<file path="config.mk">
export PLATFORM = sky130hd
export DESIGN_NAME = text_tile_gen
export DESIGN_NICKNAME = d
export VERILOG_FILES = /design/src/rtl/text_tile_gen.sv
export SDC_FILE = /design/constraint.sdc
export NUM_CORES = 1
export LEC_CHECK = 0
export CAP_MARGIN = 20
export CORE_ASPECT_RATIO = 1.1
export CORE_MARGIN = 1
export CORE_UTILIZATION = 50
export CTS_CLUSTER_SIZE = 10
export DETAILED_ROUTE_END_ITERATION = 16
export GPL_TIMING_DRIVEN = 0
export MAX_ROUTING_LAYER = met4
export PLACE_DENSITY_LB_ADDON = 0.12
export SLEW_MARGIN = 0
export SYNTH_ARGS = -nofsm -noshare
export SYNTH_HDL_FRONTEND = slang
export SYNTH_SLANG_ARGS = --single-unit
export TNS_END_PERCENT = 5
</file>
<file path="constraint.sdc">
create_clock -name clk -period 3.3 [get_ports clk]
set_input_delay 0.66 -clock clk [delete_from_list [all_inputs] [get_ports clk]]
set_output_delay 0.66 -clock clk [all_outputs]
set_load 0.01 [all_outputs]
</file>
<file path="src/rtl/text_tile_gen.sv">
// Character-cell text overlay: buffer-backed tile generator with a power-up clear sequence.
// Optional blink attribute compiled in with `define TEXT_TILE_BLINK_EN.
module text_tile_gen #(
  parameter int CHAR_COLS = 8,
  parameter int CHAR_ROWS = 2,
  parameter int ORG_X     = 0,
  parameter int ORG_Y     = 0,
  localparam int N  = CHAR_COLS * CHAR_ROWS,
  localparam int AW = (N > 1) ? $clog2(N) : 1,
`ifdef TEXT_TILE_BLINK_EN
  localparam int CW = 8
`else
  localparam int CW = 7
`endif
) (
  input  logic          clk,
  input  logic          reset_n,
  input  logic          video_on,
  input  logic [9:0]    pixel_x,
  input  logic [9:0]    pixel_y,
  input  logic          frame_tick,
  input  logic          wr_en,
  input  logic [AW-1:0] wr_addr,
  input  logic [CW-1:0] wr_data,
  output logic          busy,
  output logic [10:0]   rom_addr,
  output logic [2:0]    bit_addr,
  output logic          text_on
);

  localparam logic [9:0]  ORG_X10 = 10'(ORG_X);
  localparam logic [9:0]  ORG_Y10 = 10'(ORG_Y);
  localparam logic [10:0] WIN_W   = 11'(CHAR_COLS * 8);
  localparam logic [10:0] WIN_H   = 11'(CHAR_ROWS * 16);

  typedef enum logic {CLEAR, RUN} state_t;

  state_t        state;
  logic [AW-1:0] clr_ptr;

  logic [CW-1:0] mem [N];
  logic [CW-1:0] rd_data;
  logic          mem_we;
  logic [AW-1:0] mem_wa;
  logic [CW-1:0] mem_wd;

  logic [9:0]    dx, dy;
  logic          in_win;
  logic [15:0]   idx_full;
  logic [AW-1:0] rd_idx;

  logic          s1_win, s1_vid;
  logic [3:0]    s1_grow;
  logic [2:0]    s1_bit;
  logic          hide;

  assign dx     = pixel_x - ORG_X10;
  assign dy     = pixel_y - ORG_Y10;
  assign in_win = (pixel_x >= ORG_X10) && ({1'b0, dx} < WIN_W) &&
                  (pixel_y >= ORG_Y10) && ({1'b0, dy} < WIN_H);

  // Address is formed combinationally so the buffer read lands in stage 1.
  assign idx_full = 16'(dy[9:4]) * 16'(CHAR_COLS) + 16'(dx[9:3]);
  assign rd_idx   = in_win ? idx_full[AW-1:0] : '0;

  // Clear sequence owns the write port; host writes only in RUN.
  always_comb begin
    mem_we = 1'b0;
    mem_wa = '0;
    mem_wd = '0;
    if (state == CLEAR) begin
      mem_we = 1'b1;
      mem_wa = clr_ptr;
    end else if (wr_en && (32'(wr_addr) < 32'(N))) begin
      mem_we = 1'b1;
      mem_wa = wr_addr;
      mem_wd = wr_data;
    end
  end

  always_ff @(posedge clk)
    if (mem_we) mem[mem_wa] <= mem_wd;

  always_ff @(posedge clk or negedge reset_n) begin
    if (!reset_n) begin
      state   <= CLEAR;
      clr_ptr <= '0;
      busy    <= 1'b1;
    end else begin
      case (state)
        CLEAR: begin
          if (clr_ptr == AW'(N - 1)) begin
            state <= RUN;
            busy  <= 1'b0;
          end else begin
            clr_ptr <= clr_ptr + 1'b1;
          end
        end
        default: ;
      endcase
    end
  end

`ifdef TEXT_TILE_BLINK_EN
  logic [5:0] blink_cnt;

  always_ff @(posedge clk or negedge reset_n) begin
    if (!reset_n)        blink_cnt <= '0;
    else if (frame_tick) blink_cnt <= blink_cnt + 6'd1;
  end

  assign hide = rd_data[7] & blink_cnt[5];
`else
  logic unused_frame_tick;
  assign unused_frame_tick = frame_tick;
  assign hide              = 1'b0;
`endif

  // Stage 1: window decode + buffer read (read-first); stage 2: outputs.
  always_ff @(posedge clk or negedge reset_n) begin
    if (!reset_n) begin
      rd_data  <= '0;
      s1_win   <= 1'b0;
      s1_vid   <= 1'b0;
      s1_grow  <= '0;
      s1_bit   <= '0;
      rom_addr <= '0;
      bit_addr <= '0;
      text_on  <= 1'b0;
    end else begin
      rd_data  <= mem[rd_idx];
      s1_win   <= in_win;
      s1_vid   <= video_on;
      s1_grow  <= dy[3:0];
      s1_bit   <= dx[2:0];
      rom_addr <= s1_win ? {rd_data[6:0], s1_grow} : {7'h00, s1_grow};
      bit_addr <= s1_bit;
      text_on  <= s1_win & s1_vid & ~hide;
    end
  end

endmodule

</file>
==> impl_summary.md, run 1 <==
Worst setup path
The cell with the biggest individual delay on the critical path is clkdlybuf4s50_1. Walking the worst path, the cells encountered are clkdlybuf4s50_1, buf_1, buf_2, mux2i_1, o22ai_1, o221ai_1, o31ai_1. The sort of element at the end of the critical path is a flop. The maximum fanout encountered on the critical timing path is 10.

The kind of cell with the highest combined delay on the critical path is buffers and inverters. The category of the critical setup timing path is input port to flop. STA puts the critical path data arrival time at about 3.1 ns. The largest single stage delay on the critical path is between 0.5 and 0.6 ns.

The required time at the worst-slack endpoint is 3.58 ns. Counting both buffers and inverters, the worst setup path holds a total of 3. The type of element launching the critical path is an input port.

Yosys
Of the total synthesized cell area, the portion taken by full adders, half adders and majority gates is 0.00215. The commonest cells after synthesis are edfxtp_1, dfrtp_1, nor2_1. In this run, synthesis inferred between 100 and 150 flip-flops with an integrated enable. In this run, distinct cell masters in the synthesized netlist total slightly below 50.

The cell area after synthesis is slightly below 6000 um^2. Of the post-synthesis cell area, the dominant cell type holds 0.577. Measured against the total synthesized area, the mux share comes to 0.0545. The register bit count reported by yosys is between 100 and 150. The dominant combinational cell family by area after synthesis is compound AO/OA/AOI/OAI gates. The leading area contributor after synthesis is edfxtp_1. Synthesis handed over a netlist of about 380 instances. Among all flip-flop cells after synthesis, the most frequent one is edfxtp_1.

In this run the mean area of a mapped cell was 15.5 um^2. The fraction of the mapped netlist area in compound gates came to 0.0988. The most common cell in the synthesized netlist is edfxtp_1. For this run, the number of Yosys warnings is 0. The number of nets in the synthesized netlist is roughly 410. In the post-synthesis netlist, the biggest area contributors are edfxtp_1, dfrtp_1, mux2i_1.

The xor/xnor share of the synthesized area is 0.00451. The post-synthesis async set-or-reset flop share is 0.248. The sequential share of the synthesized area is 0.736. Of the total synthesized cell area, the portion taken by AND, OR, NAND and NOR gates is 0.0857.

Final layout
With fillers left out, the area of the finished cells amounts to about 7100 um^2. The number of antenna diodes in the final layout is 0. The share of post-route cells with drive strength above 1 is 0.140. The sequential cell area in the final layout is approximately 4300 um^2. The final-layout fill cell count is 834.

The number of nets at the end of the flow is 480. The area added between synthesis and finish is 21.8%. Once layout is complete, the utilization of the core stands at 0.639. The total area of multi-input combinational cells is about 1400 um^2.

Die
Measured along the x axis, the die boundary spans between 100 and 150 um. The total core area is approximately 11000 um^2. The row count is 40. The area of the die is between 10000 and 15000 um^2. For this configuration, the core starts out at a cell density of 0.525.

The die is roughly 120 um tall. For this design the top-level I/O count stands at 52.

STA
The number of max-slew violations in the final report is 0. Timing would allow up to 0.360 GHz. The worst path needs 2.78 ns of the cycle, external delays included. The number of endpoints with negative hold slack in the final report is 0. At the pin with the least slew margin, the transition time is 0.817 ns. Setup repair after global routing left no endpoint under its margin. Adding up every negative setup slack in the final design gives 0 ns. Setup violations remaining at the end of the flow were counted as 0. Measured against its own limit, the worst slew margin works out to 0.455. The worst clock skew on the final layout is around 0.0054 ns. Dividing the final minimum period by the clock period gives 0.841.

Clock tree
The number of clock sinks is about 150. The clock passes through at most 2 buffers. Buffers added to address setup during post-CTS repair amount to 0. The CTS buffer count is 17. The clock latency at the later pin of the worst-skew pair is ~0.41 ns. The H-tree was split into 4 levels. CTS placed an instance of clkbuf_16 at the clock tree root. TritonCTS built the clock tree.

After clock tree synthesis, the clock-pin slew on the worst setup and hold paths is 0.06 ns. Once the clock tree was built, the resizer swapped 0 gates to a different size. The total of hold buffers inserted after clock tree synthesis is 0.

Drt
Using the TritonRoute via totals, the vias-per-cell ratio works out to 5.85. The final routed DRC violation total is 0. In the final routed layout, each cell accounts on average for around 21 um. The via count is 3529. The first routing iteration left 289 violations.

Summed over all layers, the routed wires come to approximately 13 mm. The number of iterations in the first detailed-routing pass is 5. The number of nets with antenna violations after routing is 0.

Power and ir drop
The leakage component of the power is roughly 2.6 nW. Summing internal, switching and leakage power gives 0.00413 W. Power spread over the standard cell area amounts to about 580 nW/um^2. Across the VDD grid, the largest voltage drop is approximately 0.41 mV.

Place
The standard cell area after detailed placement is 6500 um^2. At the end of routability-driven placement, the weighted congestion stood at around 0.9. The number of port buffers is 49.

The estimated wirelength of the detail-placed design is 8.54 mm.

Min path
The path class of the tightest hold or removal check is input port to asynchronous set/reset pin.

Global route
The number of antenna violations at the first check in global routing is 0. Summed over all layers, the global routing overflow is 0. The first global-routing pass estimated between 15 and 20 mm of wire. The number of global-route vias before repair was about 3600. The maximum number of pins on one net before global-route repair is 38.

For this run, the total global-route usage over all layers was measured as 0.239.

Run
The max-capacitance violation count is 0.

Status
The flow ran to the end, and the final reports show no timing, DRC or antenna violations.
## power breakdown
group | total [W] | switching [W] | internal, W
Combinational | 0.000165 | 0.0000997 | 0.0000656
Clock | 0.00193 | 0.000688 | 0.00124
Sequential | 0.00204 | 0.00000361 | 0.00204
## state kept, by name, indices dropped and copies added (netlist names), 3 cells and up
signal and count:
rom_addr 11, bit_addr 3, mem 112, s1_bit 3
rd_data 7, clr_ptr 4, s1_grow 4
## layout by cell type, fill, tap and decap left out, types with 2 or more instances in the layout
cell type,Yosys,layout
nand2_1,8,8
a221o_1,14,14
o22ai_1,6,6
and3_1,7,7
nand4_1,4,4
clkbuf_8,0,3
o21a_1,2,2
mux2i_1,16,16
xnor2_1,2,2
edfxtp_1,112,112
o31ai_1,5,5
clkdlybuf4s50_1,0,48
and2_1,9,9
nand3_1,14,14
o21ai_0,4,4
nor4_2,2,2
mux2_2,14,14
nor3_2,2,2
clkbuf_16,0,17
nor3_1,4,4
a31oi_1,3,3
nor2_1,31,31
clkinv_2,0,6
a221oi_2,6,6
inv_1,7,7
a21oi_1,20,20
buf_2,4,5
nor2b_1,5,5
dfrtp_1,36,36
clkbuf_1,9,11
buf_1,2,2
o221ai_1,6,6
bufinv_16,0,3
## stage by stage
step                      worst slack [ns]  instances  hold WS [ns]
after floorplan                      0.990        375         0.331
after global placement               0.112        571         0.331
after detailed placement             0.115        571         0.335
after CTS                            0.528        603         0.351
after global routing                 0.317        603         0.357
final                                0.524        603         0.337
## final cells by class
cell class | count | share of cell area
Clock buffer | 22 | 0.0668
Tap cell | 147 | 0.0259
Multi-Input combinational cell | 202 | 0.202
Buffer | 17 | 0.0113
Inverter | 7 | 0.00370
Clock inverter | 10 | 0.0180
Timing Repair Buffer | 49 | 0.0684
Sequential cell | 149 | 0.604
## cells by family after synthesis
group                      after synthesis
DFF                                    149
and+or+nand+nor                         94
AOI/OAI and AO/OA                       74
muxes                                   30
buffers and inverters                   24
xor gates and xnor gates                 3
adders and majority gates                1
## path summary, 6_finish.rpt
| path | from | slack, ns | to | depth (start not counted) |
|---|---|---|---|---|
| min in group clk | s1_bit[1]$_DFF_PN0_ | 0.35 | bit_addr[1]$_DFF_PN0_ | 0 |
| hold reg to reg | s1_bit[1]$_DFF_PN0_ | 0.35 | bit_addr[1]$_DFF_PN0_ | 0 |
| max in group asynchronous | reset_n | 2.46 | rd_data[2]$_DFF_PN0_ | 1 |
| setup reg to reg | state$_DFF_PN0_ | 1.08 | mem[3][5]$_DFFE_PP_ | 3 |
| hold / removal | reset_n | 0.34 | s1_grow[1]$_DFF_PN0_ | 1 |
| setup / recovery | pixel_x[3] | 0.52 | rd_data[2]$_DFF_PN0_ | 7 |
## routing by layer
layer	GRT usage	up-vias	wire (um)
li1	-	1599	-
met1	0.288	1773	5150
met2	0.383	132	6400
met3	0.0590	25	726
met4	0.111	0	271
met5	-	-	0
(Power assumes the default switching activity.)
==> inputs of run 2 (changes only) <==
==> constraint.sdc (replaced) <==
create_clock -name clk -period 2.4 [get_ports clk]
set_input_delay 0.48 -clock clk [delete_from_list [all_inputs] [get_ports clk]]
set_output_delay 0.48 -clock clk [all_outputs]
set_load 0.01 [all_outputs]
==> run 2 against run 1 <==
Register-to-register slack got worse by 0.83 ns; first-iteration DRC count increased by 3.5%; routed wire length increased by 1.4%; clock skew about the same; critical path type unchanged; global-route usage increased by 0.055 points; final area increased by 0.88%; sequential share of layout area decreased by 0.53 points.
==> impl_summary.md, run 2 (synthesis results as in run 1) <==
Global route
The number of antenna violations at the first check in global routing is 0 (unchanged). The number of global-route vias before repair is 3607 (+0.36%). The wire length of the first global-routing pass came to 19.9 mm (+0.28%). The overall overflow remaining after global route is 0 (unchanged). The overall fraction of global-route tracks in use is 0.239 (+0.000552). The maximum number of pins on one net before global-route repair is 38 (unchanged).

Worst setup path
The startpoint identified for the worst register-to-register timing path is state$_DFF_PN0_. The maximum fanout encountered on the critical timing path is 7 (-3). The number of stages on the worst setup path is 6 (-1).

STA classifies the critical path startpoint as an input port. The setup path with the least slack is of type input port to flop. Traced cell by cell, the critical path runs through clkdlybuf4s50_1, or4_4, or4_1, buf_6, a221oi_2, o21ai_1.

The worst setup path is captured at a flop. The biggest cell delay along the critical path is 0.58 ns (+0.03 ns). The kind of cell with the highest combined delay on the critical path is simple AND/OR/NAND/NOR gates.

The number of cells traversed by the worst register-to-register path is 3 (unchanged). The required time at the worst-slack endpoint is 2.67 ns (-0.91 ns). The buffering stage count on the worst path with inverters included is 2 (-1). The launching instance or port of the critical path is pixel_x[8]. The critical path data arrival time is 2.60 ns (-0.46 ns). The largest individual stage delay along the critical path comes from the cell or4_4.

Clock tree
The total of hold buffers inserted after clock tree synthesis came to 0 (unchanged). The number of buffers on the longest clock path is 2 (unchanged). TritonCTS built the clock tree. CTS placed an instance of clkbuf_16 at the clock tree root.

The clock latency at the later pin of the worst-skew pair is 0.41 ns (about the same). The number of clock sinks is 149 (unchanged). The H-tree depth reported by CTS came to 4 (unchanged). The clock transition at the registers of the reported paths is 0.06 ns (about the same). The CTS buffer count is 17 (unchanged).

Die
The initial core utilization is 0.525 (unchanged). The total core area is 11100 um^2 (unchanged). The die span in x is 105 um (unchanged). The row count is 40 (unchanged). The number of ports placed on the die boundary is 52 (unchanged). The area of the die was 12100 um^2 (unchanged).

The die extent in y is 115 um (unchanged).

Final layout
The final-layout fill cell count is 824 (-1.2%). The share of post-route cells with drive strength above 1 is 0.155 (+0.0150). The number of inserted diodes is 0 (unchanged). The flip-flop count of the largest register after layout is 112 (unchanged). The area added between synthesis and finish is 22.9%. Leaving out fill and tap cells, the most frequent cell in the layout is edfxtp_1. The most flop-heavy register is mem. The largest registers in the layout are mem (112), rom_addr (11), rd_data (7). The final core utilization is 0.645 (+0.00563). Leaving out fill and tap cells, the most frequent cells in the layout are edfxtp_1, clkdlybuf4s50_1, dfrtp_1. The finished layout cell area is 7160 um^2 (+0.88%). The number of nets at the end of the flow is 481 (+0.21%).

Run
The max-capacitance violation count is 0 (unchanged).

STA
The number of endpoints with negative hold slack in the final report is 0 (unchanged). Timing would allow up to between 0.4 and 0.5 GHz. The measured slew at the worst slew-check pin came to 0.815 ns (-0.00211 ns).

The relative slew slack was 0.457 (+0.00141). The final setup violation count is 0 (unchanged). Subtracting the final worst setup slack from the clock period gives 2.32 ns.

The worst clock skew on the final layout is 0.00499 ns (-0.000374 ns). The number of max-slew violations in the final report is 0 (unchanged). Setup repair after global routing left no endpoint under its margin. Of the available clock period, the critical path in the final layout requires 0.968. The worst hold slack is 0.155 ns (-0.182 ns).

Power and ir drop
The cell area power density was 795 nW/um^2 (+36%). The power dissipated by switching net loads came to 0.00109 W (+38%). The sequential share of power is 0.493 (about the same). The worst-case vdd ir drop is 0.565 mV (+37%). The total power is 0.00569 W (+38%). The relative contribution of combinational cells to total power is 0.042 (+0.002). The clock group share of total power came to 0.465 (about the same). The internal power summed over all cells is 0.00460 W (+38%). The fraction of power spent switching nets is 0.192 (+0.000199). The leakage component of the power is 2.66 nW (+1.4%).

Place
The standard cell area after detailed placement is 6500 um^2 (unchanged). The estimated wirelength of the detail-placed design is 8.54 mm (unchanged). The weighted congestion reported at the end of routability-driven placement is 0.883 (unchanged).

The number of port buffers is 49 (unchanged).

Drt
The average wire length per cell after detail routing is 21.1 um (+1.3%). The initial DRC count came to 299 (+3.5%). The mean number of vias per cell was 5.90 (+0.74%). The final routed DRC violation total was 0 (unchanged).

The total routed wirelength came to 12.7 mm (+1.4%). The via count is 3561 (+0.91%). The number of iterations in the first detailed-routing pass is 7 (+2). The number of nets with antenna violations after routing is 0 (unchanged).

Min path
The min-delay analysis places its worst path in the category input port to asynchronous set/reset pin.

Status
The run finished with clean final reports.
==> run 2: cell count changes in the layout (fill, tap and decap cells not counted), moves of 2 or more <==
cell      delta
clkbuf_4     +2
nor3_4       +2
nor4_2       -2
nor4_4       +2
==> run 2: path summary, 6_finish.rpt <==
path                            slack, ns                     to
worst max-delay path                 0.08   rd_data[1]$_DFF_PN0_
worst min-delay path                 0.16   s1_grow[1]$_DFF_PN0_
worst max register to register       0.25   mem[15][0]$_DFFE_PP_
worst min register to register       0.35  bit_addr[1]$_DFF_PN0_
max in group asynchronous            1.75   rd_data[0]$_DFF_PN0_
min in group clk                     0.35  bit_addr[1]$_DFF_PN0_
==> run 2: repair_timing <==
item	CTS	global route
setup buffers	0	1
pin swaps	0	1
resized for setup	5	9
hold endpoints to repair	0	0
setup endpoints to repair	7	14
cloned	0	0
==> run 2: area by class of cell <==
cell class / count / area (um^2) / area share
plain buffers: 17 / 87.6 / 0.0122
clock buffers: 22 / 474 / 0.0662
clock inverters: 10 / 128 / 0.0178
inverters: 7 / 26.3 / 0.00367
multi-input cells: 202 / 1480 / 0.206
flip-flops and latches: 149 / 4290 / 0.599
well taps: 147 / 184 / 0.0257
repair buffers: 50 / 495 / 0.0692
==> run 2: per-stage QoR <==
step	setup TNS, ns	cells	setup WS [ns]
final	0	604	0.0765
after detailed placement	-15.82	571	-0.605
after CTS	0	603	0.0149
after floorplan	0	375	0.270
after global routing	0	604	0.0167
after global placement	-13.26	571	-0.608
==> run 2: layer usage <==
layer,GRT usage,part of all wire
met5,-,0
met1,0.288,0.41
met2,0.385,0.51
met4,0.111,0.021
met3,0.0590,0.053
==> run 2: power by group through the flow <==
stage | Sequential [W] | Combinational [W] | Clock [W]
2_1_floorplan | 0.00286 | 0.0000904 | 0
3_3_place_gp | 0.00286 | 0.000225 | 0
3_5_place_dp | 0.00286 | 0.000228 | 0
4_1_cts | 0.00281 | 0.000234 | 0.00269
5_1_grt | 0.00281 | 0.000254 | 0.00280
6_report | 0.00281 | 0.000236 | 0.00265
==> inputs of run 3 (changes only) <==
--- a/config.mk
+++ b/config.mk
@@ -7,7 +7,6 @@
 export LEC_CHECK = 0
 export CAP_MARGIN = 20
 export CORE_ASPECT_RATIO = 1.1
-export CORE_MARGIN = 1
 export CORE_UTILIZATION = 50
 export CTS_CLUSTER_SIZE = 10
 export DETAILED_ROUTE_END_ITERATION = 16
@@ -18,4 +17,3 @@
 export SYNTH_ARGS = -nofsm -noshare
 export SYNTH_HDL_FRONTEND = slang
 export SYNTH_SLANG_ARGS = --single-unit
-export TNS_END_PERCENT = 5
==> run 3 against run 2 <==
First-iteration DRC count up 1.7%; clock power about the same; combinational power about the same; non-clock buffer count unchanged; cell count unchanged; critical path depth unchanged; sequential cell count unchanged; routed wire length down 0.17%; maximum frequency down 0.10%; die area unchanged; core utilization about the same; largest power group unchanged.
==> impl_summary.md, run 3 (synthesis results as in run 1) <==
Die
The die span in x is 105 um (unchanged). The initial core utilization is 0.525 (unchanged). The die extent in y is 115 um (unchanged). The total core area is 11100 um^2 (unchanged). The area of the die is 12100 um^2 (unchanged).

The number of ports placed on the die boundary is 52 (unchanged). The row count was 40 (unchanged).

Place
The weighted congestion reported at the end of routability-driven placement was 0.883 (unchanged). The number of port buffers is 49 (unchanged). The count of placed standard cells including taps is 571 (unchanged). The standard cell area after detailed placement was 6500 um^2 (unchanged).

The estimated wirelength of the detail-placed design is 8.54 mm (unchanged).

Final layout
The flip-flop count of the largest register after layout is 112 (unchanged). Leaving out fill and tap cells, the most frequent cell in the layout is edfxtp_1. In the final layout, the registers with the most flip-flops are mem (112), rom_addr (11), rd_data (7). Ranked by flip-flop count, first place goes to mem. The number of inserted diodes is 0 (unchanged). The library cells used most frequently in the layout, excluding fill and tap cells, are edfxtp_1, clkdlybuf4s50_1, dfrtp_1.

The number of nets at the end of the flow is 481 (unchanged). The area added between synthesis and finish came to 22.8% (about the same). The share of post-route cells with drive strength above 1 is 0.153 (-0.00219). The finished layout cell area is 7160 um^2 (about the same). The non-filler instance count after layout is 604 (unchanged).

STA
The highest clock rate is 0.430 GHz (-0.10%). The portion of the clock cycle consumed by the worst path in the final layout is 0.969 (+0.000993). The worst hold slack was 0.154 ns (-0.000944 ns). The measured slew at the worst slew-check pin is 0.796 ns (-0.0189 ns).

The number of max-slew violations in the final report came to 0 (unchanged). The relative slew slack is 0.469 (+0.0126). The final setup violation count is 0 (unchanged).

The worst clock skew on the final layout is 0.00540 ns (+0.000414 ns). Setup repair after global routing left no endpoint under its margin. The clock period minus worst slack came to 2.33 ns (+0.00238 ns).

The number of endpoints with negative hold slack in the final report is 0 (unchanged).

Clock tree
The clock transition at the registers of the reported paths was 0.06 ns (about the same). TritonCTS built the clock tree. The number of clock sinks was 149 (unchanged). The tree is rooted in a clkbuf_16. The clock latency at the later pin of the worst-skew pair is 0.41 ns (about the same).

The number of buffers on the longest clock path was 2 (unchanged). The H-tree depth reported by CTS is 4 (unchanged). The CTS buffer count is 17 (unchanged). The total of hold buffers inserted after clock tree synthesis is 0 (unchanged).

Worst setup path
The launching instance or port of the critical path is pixel_x[8]. The category of the critical setup timing path is input port to flop. The sort of element at the end of the critical path is a flop. The biggest cell delay along the critical path is 0.58 ns (about the same). In this run the critical register-to-register path is launched from state$_DFF_PN0_. The critical path data arrival time was 2.60 ns (about the same). The worst setup path is launched from an input port. The slowest stage of the critical path is the or4_4 cell. Walking the worst path, the cells encountered are clkdlybuf4s50_1, or4_4, or4_1, buf_6, a221oi_2, o21ai_1. The required time at the worst-slack endpoint is 2.67 ns (about the same). The maximum fanout encountered on the critical timing path is 7 (unchanged).

Power and ir drop
The worst-case vdd ir drop is 0.565 mV (about the same). The cell area power density is 795 nW/um^2 (about the same). The leakage component of the power is 2.66 nW (about the same). The total power was 0.00569 W (about the same).

Run
The max-capacitance violation count is 0 (unchanged).

Global route
The number of antenna violations at the first check in global routing is 0 (unchanged). The number of global-route vias before repair came to 3607 (unchanged). The maximum number of pins on one net before global-route repair is 38 (unchanged).

The overall overflow remaining after global route was 0 (unchanged). The overall fraction of global-route tracks in use is 0.239 (unchanged). The wire length of the first global-routing pass is 19.9 mm (unchanged).

Drt
The via count came to 3575 (+0.39%). The final routed DRC violation total was 0 (unchanged). The number of nets with antenna violations after routing is 0 (unchanged). The number of iterations in the first detailed-routing pass is 5 (-2). The mean number of vias per cell was 5.92 (+0.39%). The initial DRC count is 304 (+1.7%). The average wire length per cell after detail routing is 21.0 um (-0.17%). The total routed wirelength was 12.7 mm (-0.17%).

Status
The run finished with clean final reports.

Min path
The worst min-delay path class is input port to asynchronous set/reset pin.
[run 3: cell types whose count changed in the layout (fill, tap and decap cells not counted)]
| cell | delta |
|---|---|
| nand2_1 | +1 |
| nand2_2 | -1 |
[run 3: path summary, 6_finish.rpt]
path | end | slack [ns] | cells after the start
max | rd_data[1]$_DFF_PN0_ | 0.07 | 6
min | s1_grow[1]$_DFF_PN0_ | 0.15 | 1
max reg2reg | mem[15][0]$_DFFE_PP_ | 0.25 | 3
min reg2reg | bit_addr[1]$_DFF_PN0_ | 0.35 | 0
max in group asynchronous | rd_data[3]$_DFF_PN0_ | 1.75 | 1
min in group clk | bit_addr[1]$_DFF_PN0_ | 0.35 | 0
[run 3: report_power, final]
part,total [W],internal (W),switching (W)
sequential,0.00281,0.00280,0.00000495
combinational,0.000236,0.0000926,0.000143
clock,0.00265,0.00170,0.000942
[run 3: timing repair]
action	in CTS	in global routing
pin swaps	0	1
setup buffers	0	1
gates resized for setup	5	8
endpoints found under the setup margin	7	14
[run 3: per-layer routing]
metal,vias up,routed length [um],global-route usage
met5,-,0,-
met4,0,254,0.111
met3,29,758,0.0590
met2,147,6520,0.385
met1,1796,5180,0.288
li1,1603,-,-
[run 3: critical path, delay by kind of cell]
family | cells | cell delay [ns]
AO/OA/AOI/OAI | 2 | 0.45
buffers and inverters | 2 | 0.58
AND/OR/NAND/NOR | 2 | 1.08
[run 3: layout make-up]
class,count,area [um^2]
Sequential cell,149,4290
Fill cell,824,3950
Multi-Input combinational cell,202,1470
Timing Repair Buffer,50,495
Clock buffer,22,474
Tap cell,147,184
Clock inverter,10,128
Buffer,17,87.6
Inverter,7,26.3
[run 3: stage by stage]
stage	setup slack, ns	util	TNS (ns)
finish	0.0741	0.644	0
global route	0.0155	0.644	0
CTS	0.0149	0.642	0
detailed placement	-0.605	0.585	-15.82
global placement	-0.608	0.585	-13.26
floorplan	0.270	-	0
